## src/rtl/vpu_dma_pkg.sv

```systemverilog
// Shared types for the BRAM copy DMA: controller state encoding and source read latency.
package vpu_dma_pkg;

  typedef enum logic [1:0] {
    IDLE  = 2'd0,
    RUN   = 2'd1,
    DRAIN = 2'd2,
    DONE  = 2'd3
  } dma_state_t;

  localparam int RD_LAT = 1;

endpackage

```

## src/rtl/bram_copy_dma.sv

```systemverilog
// Single-port-pair BRAM copy engine: streams len words from src_base to dst_base at one word per cycle.
// Optional constant-fill mode is enabled by defining BRAM_DMA_FILL_EN.
module bram_copy_dma
  import vpu_dma_pkg::*;
#(
  parameter int ADDR_W = 8,
  parameter int DATA_W = 8
) (
  input  logic              clk,
  input  logic              rst_n,
  input  logic              start,
  input  logic [ADDR_W-1:0] src_base,
  input  logic [ADDR_W-1:0] dst_base,
  input  logic [ADDR_W:0]   len,
`ifdef BRAM_DMA_FILL_EN
  input  logic              fill,
  input  logic [DATA_W-1:0] fill_val,
`endif
  output logic              rd_en,
  output logic [ADDR_W-1:0] rd_addr,
  input  logic [DATA_W-1:0] rd_data,
  output logic              wr_en,
  output logic [ADDR_W-1:0] wr_addr,
  output logic [DATA_W-1:0] wr_data,
  output logic              busy,
  output logic              done
);

  localparam logic [ADDR_W-1:0] ADDR_ONE = {{(ADDR_W-1){1'b0}}, 1'b1};
  localparam logic [ADDR_W:0]   LEN_ONE  = {{ADDR_W{1'b0}}, 1'b1};

  dma_state_t r_state;
  dma_state_t w_state_next;

  logic [ADDR_W-1:0] r_src_addr;
  logic [ADDR_W-1:0] r_dst_addr;
  logic [ADDR_W:0]   r_remain;
  logic [RD_LAT-1:0] r_rd_pipe;

  logic w_accept;
  logic w_rd_en;
  logic w_wr_en;
  logic w_busy;
  logic w_done;
  logic w_last;
  logic w_fill_mode;

`ifdef BRAM_DMA_FILL_EN
  logic              r_fill;
  logic [DATA_W-1:0] r_fill_val;

  assign w_fill_mode = r_fill;
  assign wr_data     = r_fill ? r_fill_val : rd_data;
`else
  assign w_fill_mode = 1'b0;
  assign wr_data     = rd_data;
`endif

  assign w_last = (r_remain == LEN_ONE);

  // A write is due whenever a read issued RD_LAT cycles ago returns, or directly while filling.
  assign w_wr_en = r_rd_pipe[RD_LAT-1] | (w_fill_mode & (r_state == RUN));

  always_ff @(posedge clk) begin
    if (!rst_n) begin
      r_state <= IDLE;
    end else begin
      r_state <= w_state_next;
    end
  end

  always_comb begin
    w_state_next = r_state;
    w_accept     = 1'b0;
    w_rd_en      = 1'b0;
    w_busy       = 1'b0;
    w_done       = 1'b0;
    case (r_state)
      IDLE: begin
        if (start) begin
          w_accept     = 1'b1;
          w_state_next = (len == '0) ? DONE : RUN;
        end
      end
      RUN: begin
        w_busy  = 1'b1;
        w_rd_en = ~w_fill_mode;
        if (w_last) begin
          w_state_next = w_fill_mode ? DONE : DRAIN;
        end
      end
      DRAIN: begin
        w_busy       = 1'b1;
        w_state_next = DONE;
      end
      DONE: begin
        w_done       = 1'b1;
        w_state_next = IDLE;
      end
      default: w_state_next = IDLE;
    endcase
  end

  always_ff @(posedge clk) begin
    if (!rst_n) begin
      r_src_addr <= '0;
      r_dst_addr <= '0;
      r_remain   <= '0;
      r_rd_pipe  <= '0;
`ifdef BRAM_DMA_FILL_EN
      r_fill     <= 1'b0;
      r_fill_val <= '0;
`endif
    end else begin
      r_rd_pipe[0] <= w_rd_en;
      for (int i = 1; i < RD_LAT; i++) begin
        r_rd_pipe[i] <= r_rd_pipe[i-1];
      end
      if (w_accept) begin
        r_src_addr <= src_base;
        r_dst_addr <= dst_base;
        r_remain   <= len;
`ifdef BRAM_DMA_FILL_EN
        r_fill     <= fill;
        r_fill_val <= fill_val;
`endif
      end else begin
        // Addresses wrap naturally at 2**ADDR_W.
        if (r_state == RUN) begin
          r_src_addr <= r_src_addr + ADDR_ONE;
          r_remain   <= r_remain - LEN_ONE;
        end
        if (w_wr_en) begin
          r_dst_addr <= r_dst_addr + ADDR_ONE;
        end
      end
    end
  end

  assign rd_en   = w_rd_en;
  assign rd_addr = r_src_addr;
  assign wr_en   = w_wr_en;
  assign wr_addr = r_dst_addr;
  assign busy    = w_busy;
  assign done    = w_done;

endmodule

```

## config.mk

```make
export PLATFORM = sky130hd
export DESIGN_NAME = bram_copy_dma
export DESIGN_NICKNAME = d
export VERILOG_FILES = /design/src/rtl/vpu_dma_pkg.sv /design/src/rtl/bram_copy_dma.sv
export SDC_FILE = /design/constraint.sdc
export NUM_CORES = 1
export LEC_CHECK = 0
export BUFFER_PORTS_ARGS = -buffer_cell sky130_fd_sc_hd__buf_4
export CORE_MARGIN = 2
export CORE_UTILIZATION = 47
export DETAILED_ROUTE_END_ITERATION = 16
export GPL_ROUTABILITY_DRIVEN = 0
export PLACE_DENSITY = 0.78
export SLEW_MARGIN = 20
export SYNTH_ARGS = -nofsm -noshare
export SYNTH_HDL_FRONTEND = slang
export SYNTH_SLANG_ARGS = --single-unit
```

## constraint.sdc

```tcl
create_clock -name clk -period 2.5 [get_ports clk]
set_input_delay 0.25 -clock clk [delete_from_list [all_inputs] [get_ports clk]]
set_output_delay 0.25 -clock clk [all_outputs]
set_load 0.005 [all_outputs]
```

**Word level (Yosys, flattened, before mapping)**

Index checks and enable logic that the tools add are counted.
W data, S select, Z words.

- Bits in registers: 28
- Bits of input ports: 36
- Output and inout bits: 28
- Logic and storage cells: 35

- Add/sub/neg operators: 3
- Eq/ne operators: 6
- Mux-type cells: 15
- Reduce and logical (&&, ||, !) cells: 6

Operators by type and width:

| cell | count |
|---|---|
| $mux W8 | 4 |
| $mux W9 | 2 |
| $add A8 B1 Y8 const B | 2 |
| $eq A9 B1 Y1 const B | 1 |
| $logic_not A9 Y1 | 1 |
| $sub A9 B1 Y9 const B | 1 |
| $pmux W2 S4 | 1 |
| $mux W2 | 3 |
| $mux W1 | 5 |
| $eq A2 B2 Y1 const B | 2 |
| $ne A2 B2 Y1 const B | 2 |
| $reduce_bool A2 Y1 | 2 |
| $eq A2 B1 Y1 const B | 1 |
| $logic_not A2 Y1 | 1 |
| $reduce_and A2 Y1 | 1 |
| $reduce_or A2 Y1 | 1 |

**Logic depth before layout (Yosys ltp)**

- Depth in word-level cells: 4
- Gate-level depth with buffers: 7
- Gate-level depth less buffers: 6

**Least setup slack after synthesis**

OpenSTA, ideal clock, no wires.

- Path type: reg-to-reg
- From: register r_state[1]
- To: register r_remain[7]
- Library setup time: 0.132 ns
- Data arrival time: 1.655 ns
- Slack: 0.712 ns
- Stages on the path, launching flop included: 7
- Buffers on the path: 0
- Clock period less this slack: 1.788 ns
- Cell sequence: dfxtp_1 inv_1 ha_1 or4b_4 nor4b_4 xnor2_1 a21oi_1

- Longest elaborated chain between the ends: 3

RTL lines:

| item | line | text |
|---|---|---|
| start, declared | bram_copy_dma.sv:32 | `dma_state_t r_state;` |
| start signal, assigned | bram_copy_dma.sv:68 | `r_state <= w_state_next;` |
| $logic_not A2 Y1 | bram_copy_dma.sv:78 | `case (r_state)` |
| $mux W1 | bram_copy_dma.sv:78 |  |
| $mux W9 or $reduce_bool A2 Y1 (tied branches) | - |  |
| end signal, assigned | bram_copy_dma.sv:122 | `r_remain <= len;` |
| end signal, assigned | bram_copy_dma.sv:131 | `r_remain <= r_remain - LEN_ONE;` |
| end, declared | bram_copy_dma.sv:37 | `logic [ADDR_W:0] r_remain;` |

Several ways; a longest one is shown, not always the timed one.
A chain may end at the register's enable or synchronous reset.

**Worst setup path in the final report**

Ends and elaborated chain as after synthesis.

==> run summary <==
Power Dens Cells - 988.1 nW/um^2
Resized cells post-CTS - 0
Port buffer count - 47
Maximum VDD drop - 0.6130 mV
CTS Buffer Depth - 2
Synth Warn # - 0
WP data required - 2.72 ns
H-tree Lvls - 1
Synth Area per Inst - 8.605 sq um
Nets - 262
Number of global-route vias before repair - 1,207
Sink Count - 28
Count of cell types in the netlist - 28
Post-DP HPWL - 2.413 mm
Arr. time, crit path - 2.01 ns
Vias per cell - 5.342
Setup TNS - 0 ns
Total vias in the final route - 1,389
Hold Crit Class - primary input to flop
Number of I/O pins - 64
WL/cell - 12.81 microns
Rows - 20
Switching share of power - 37.30%
TritonCTS clock tree - yes
Post-CTS Setup Inserts - 0
Placed cell count - 256
First-pass GRT wire length - 5.437 mm
# Max-Cap Violations - 0
P_sw - 711.5 uW
Final WL - 3.330 mm
Root Driver - clkbuf_4
Max-slew headroom - 70.50%
Final period util - 71.44%
Slew Viols, Final - 0
Comb pwr share - 43.2%
Crit end category - flop
Startpoint types - flop
Post-route ant nets - 0
CP Max Fanout - 4
CP Class - flop to flop
Share of layout cells above drive strength 1 - 25.93%
TritonCTS Buffers - 3
Status - complete, no violations
Largest net degree at the start of global routing - 50
Synth Register Bits - 28
Fin crit period - 1.786 ns
Part of the power in registers - 41.0%
Starting Density - 49.92%
DRC violations left - 0
Setup Skew - 0.004015 ns
TritonRoute pass-1 iters - 4
Non-Filler Instances - 260
P_leak - 0.0007869 uW
Pint - 1196 uW
Total gr overflow - 0
Die area - 3771 sq um
Die W - 61.41 microns
CTS hold repair buffers - 0
Core Box Area - 3103 sq um
DR iter-0 viols - 37
Clk slew on worst S/H paths - 0.15 ns
Final setup violation count - 0
Syn-to-layout area delta - 24.64%
Gr usage total - 19.42%
Total power - 1908 uW
Chip height - 61.41 microns
Final Hold Vio Count - 0
Worst skew pair latency - 0.33 ns
Post-synth net total - 225
Initial antenna violation count - 0
Actual slew at the worst max-slew pin - 0.4314 ns
Clk pwr share - 15.8%
Ant diodes - 0
Post-Synthesis Cells - 180
Register area share after synthesis - 36.19%
RSZ-0062 raised after global routing - false
Fmax - 0.5599 GHz
Mapped Area - 1549 sq um
## cells in the final DEF, fill, tap and decap left out
master     count
nor3_1         2
mux2i_1        3
nor4_1         3
a21oi_1       15
clkbuf_4       3
xor2_1        11
buf_4         49
xnor2_1       11
and3_1         2
nand3_1        3
nor4b_1        1
inv_1          6
and2_1         1
and4bb_2       1
nor2_1        17
nor3b_1        1
a211oi_1      11
a32oi_1        1
nor4b_4        1
o21ai_0       14
ha_1           9
bufinv_16      1
nand4_1        7
dfxtp_1       28
nor2b_1        1
nand2_1       11
a2111oi_0      1
o211ai_1       1
or4b_4         1
## flip-flops by register name, indices dropped and copies added, names as in the netlist
signal / count
wr_addr: 8
wr_en: 1
r_state: 2
r_remain: 9
rd_addr: 8
## final timing paths
check / start / endpoint / slack [ns] / depth (start not counted)
worst max-delay path: r_state[1] / r_remain[7] / 0.71 / 6
worst min-delay path: src_base[6] / rd_addr[6] / 0.18 / 3
worst max register to register: r_state[1] / r_remain[7] / 0.71 / 6
worst min register to register: r_state[0] / r_state[0] / 0.52 / 2
## worst max-delay path: stages, from the launching register on
cell and delay (ns):
dfxtp_1 0.38, inv_1 0.12, ha_1 0.17, or4b_4 0.50, nor4b_4 0.27, xnor2_1 0.14, a21oi_1 0.08
## power groups by stage
stage | sequential, uW | combinational, uW | clock, uW
detailed placement | 787 | 824 | 0
floorplan | 756 | 554 | 0
finish | 783 | 824 | 301
global placement | 786 | 804 | 0
global route | 806 | 924 | 327
CTS | 778 | 829 | 309
## through the flow
stage / area [sq um] / worst slack (ns) / util (%) / hold slack [ns]
3_5_place_dp: 1878 / 0.7327 / 60.52 / 0.4987
3_3_place_gp: 1878 / 0.7990 / 60.52 / 0.4923
6_report: 1931 / 0.7141 / 62.22 / 0.1847
5_1_grt: 1931 / 0.5572 / 62.22 / 0.1662
4_1_cts: 1931 / 0.7303 / 62.22 / 0.1777
2_1_floorplan: 1549 / 0.7122 / - / 0.3884
## per-layer routing
layer | global-route usage (%) | vias to the layer above | part of all wire [%]
met3 | 3.992 | 4 | 5.1
met5 | 0 | - | 0
met1 | 24.68 | 641 | 47
met4 | 8.207 | 0 | 1.3
met2 | 32.07 | 41 | 47
li1 | - | 703 | -
## layout make-up
class | instances | area [sq um]
tap | 44 | 55.05
inverter | 6 | 22.52
clock inverter | 1 | 30.03
sequential | 28 | 560.5
timing repair buffer | 49 | 367.9
clock buffer | 3 | 22.52
fill | 317 | 1172
multi-input combinational | 129 | 872.1
## cells in the mapped netlist
cell type   n  share of area, %
mux2i_1     3               1.9
nand3_1     3              0.97
nor3b_1     1              0.48
dfxtp_1    28                36
or4b_4      1              0.89
inv_1       6               1.5
buf_4       8               3.9
and2_1      1              0.40
and4bb_2    1              0.81
nor4_1      3               1.2
nor4b_1     1              0.57
o211ai_1    1              0.48
a211oi_1   11               5.3
a21oi_1    15               4.8
a2111oi_0   1              0.57
nor2_1     17               4.1
xnor2_1    11               6.2
nand4_1     7               2.8
nor3_1      2              0.65
nor4b_4     1               1.5
clkbuf_1    9               2.2
a32oi_1     1              0.57
xor2_1     11               6.2
nor2b_1     1              0.40
ha_1        9               7.3
nand2_1    11               2.7
o21ai_0    14               4.5
and3_1      2              0.81
## cell families after synthesis
logic type      after synthesis  synth area share [%]
simple gates                 52                 18.34
compound gates               43                 16.32
flops                        28                 36.19
buf+inv                      23                 7.512
xor+xnor                     22                 12.44
fa+ha+maj                     9                 7.270
mux                           3                 1.939
(Power assumes the default switching activity.)
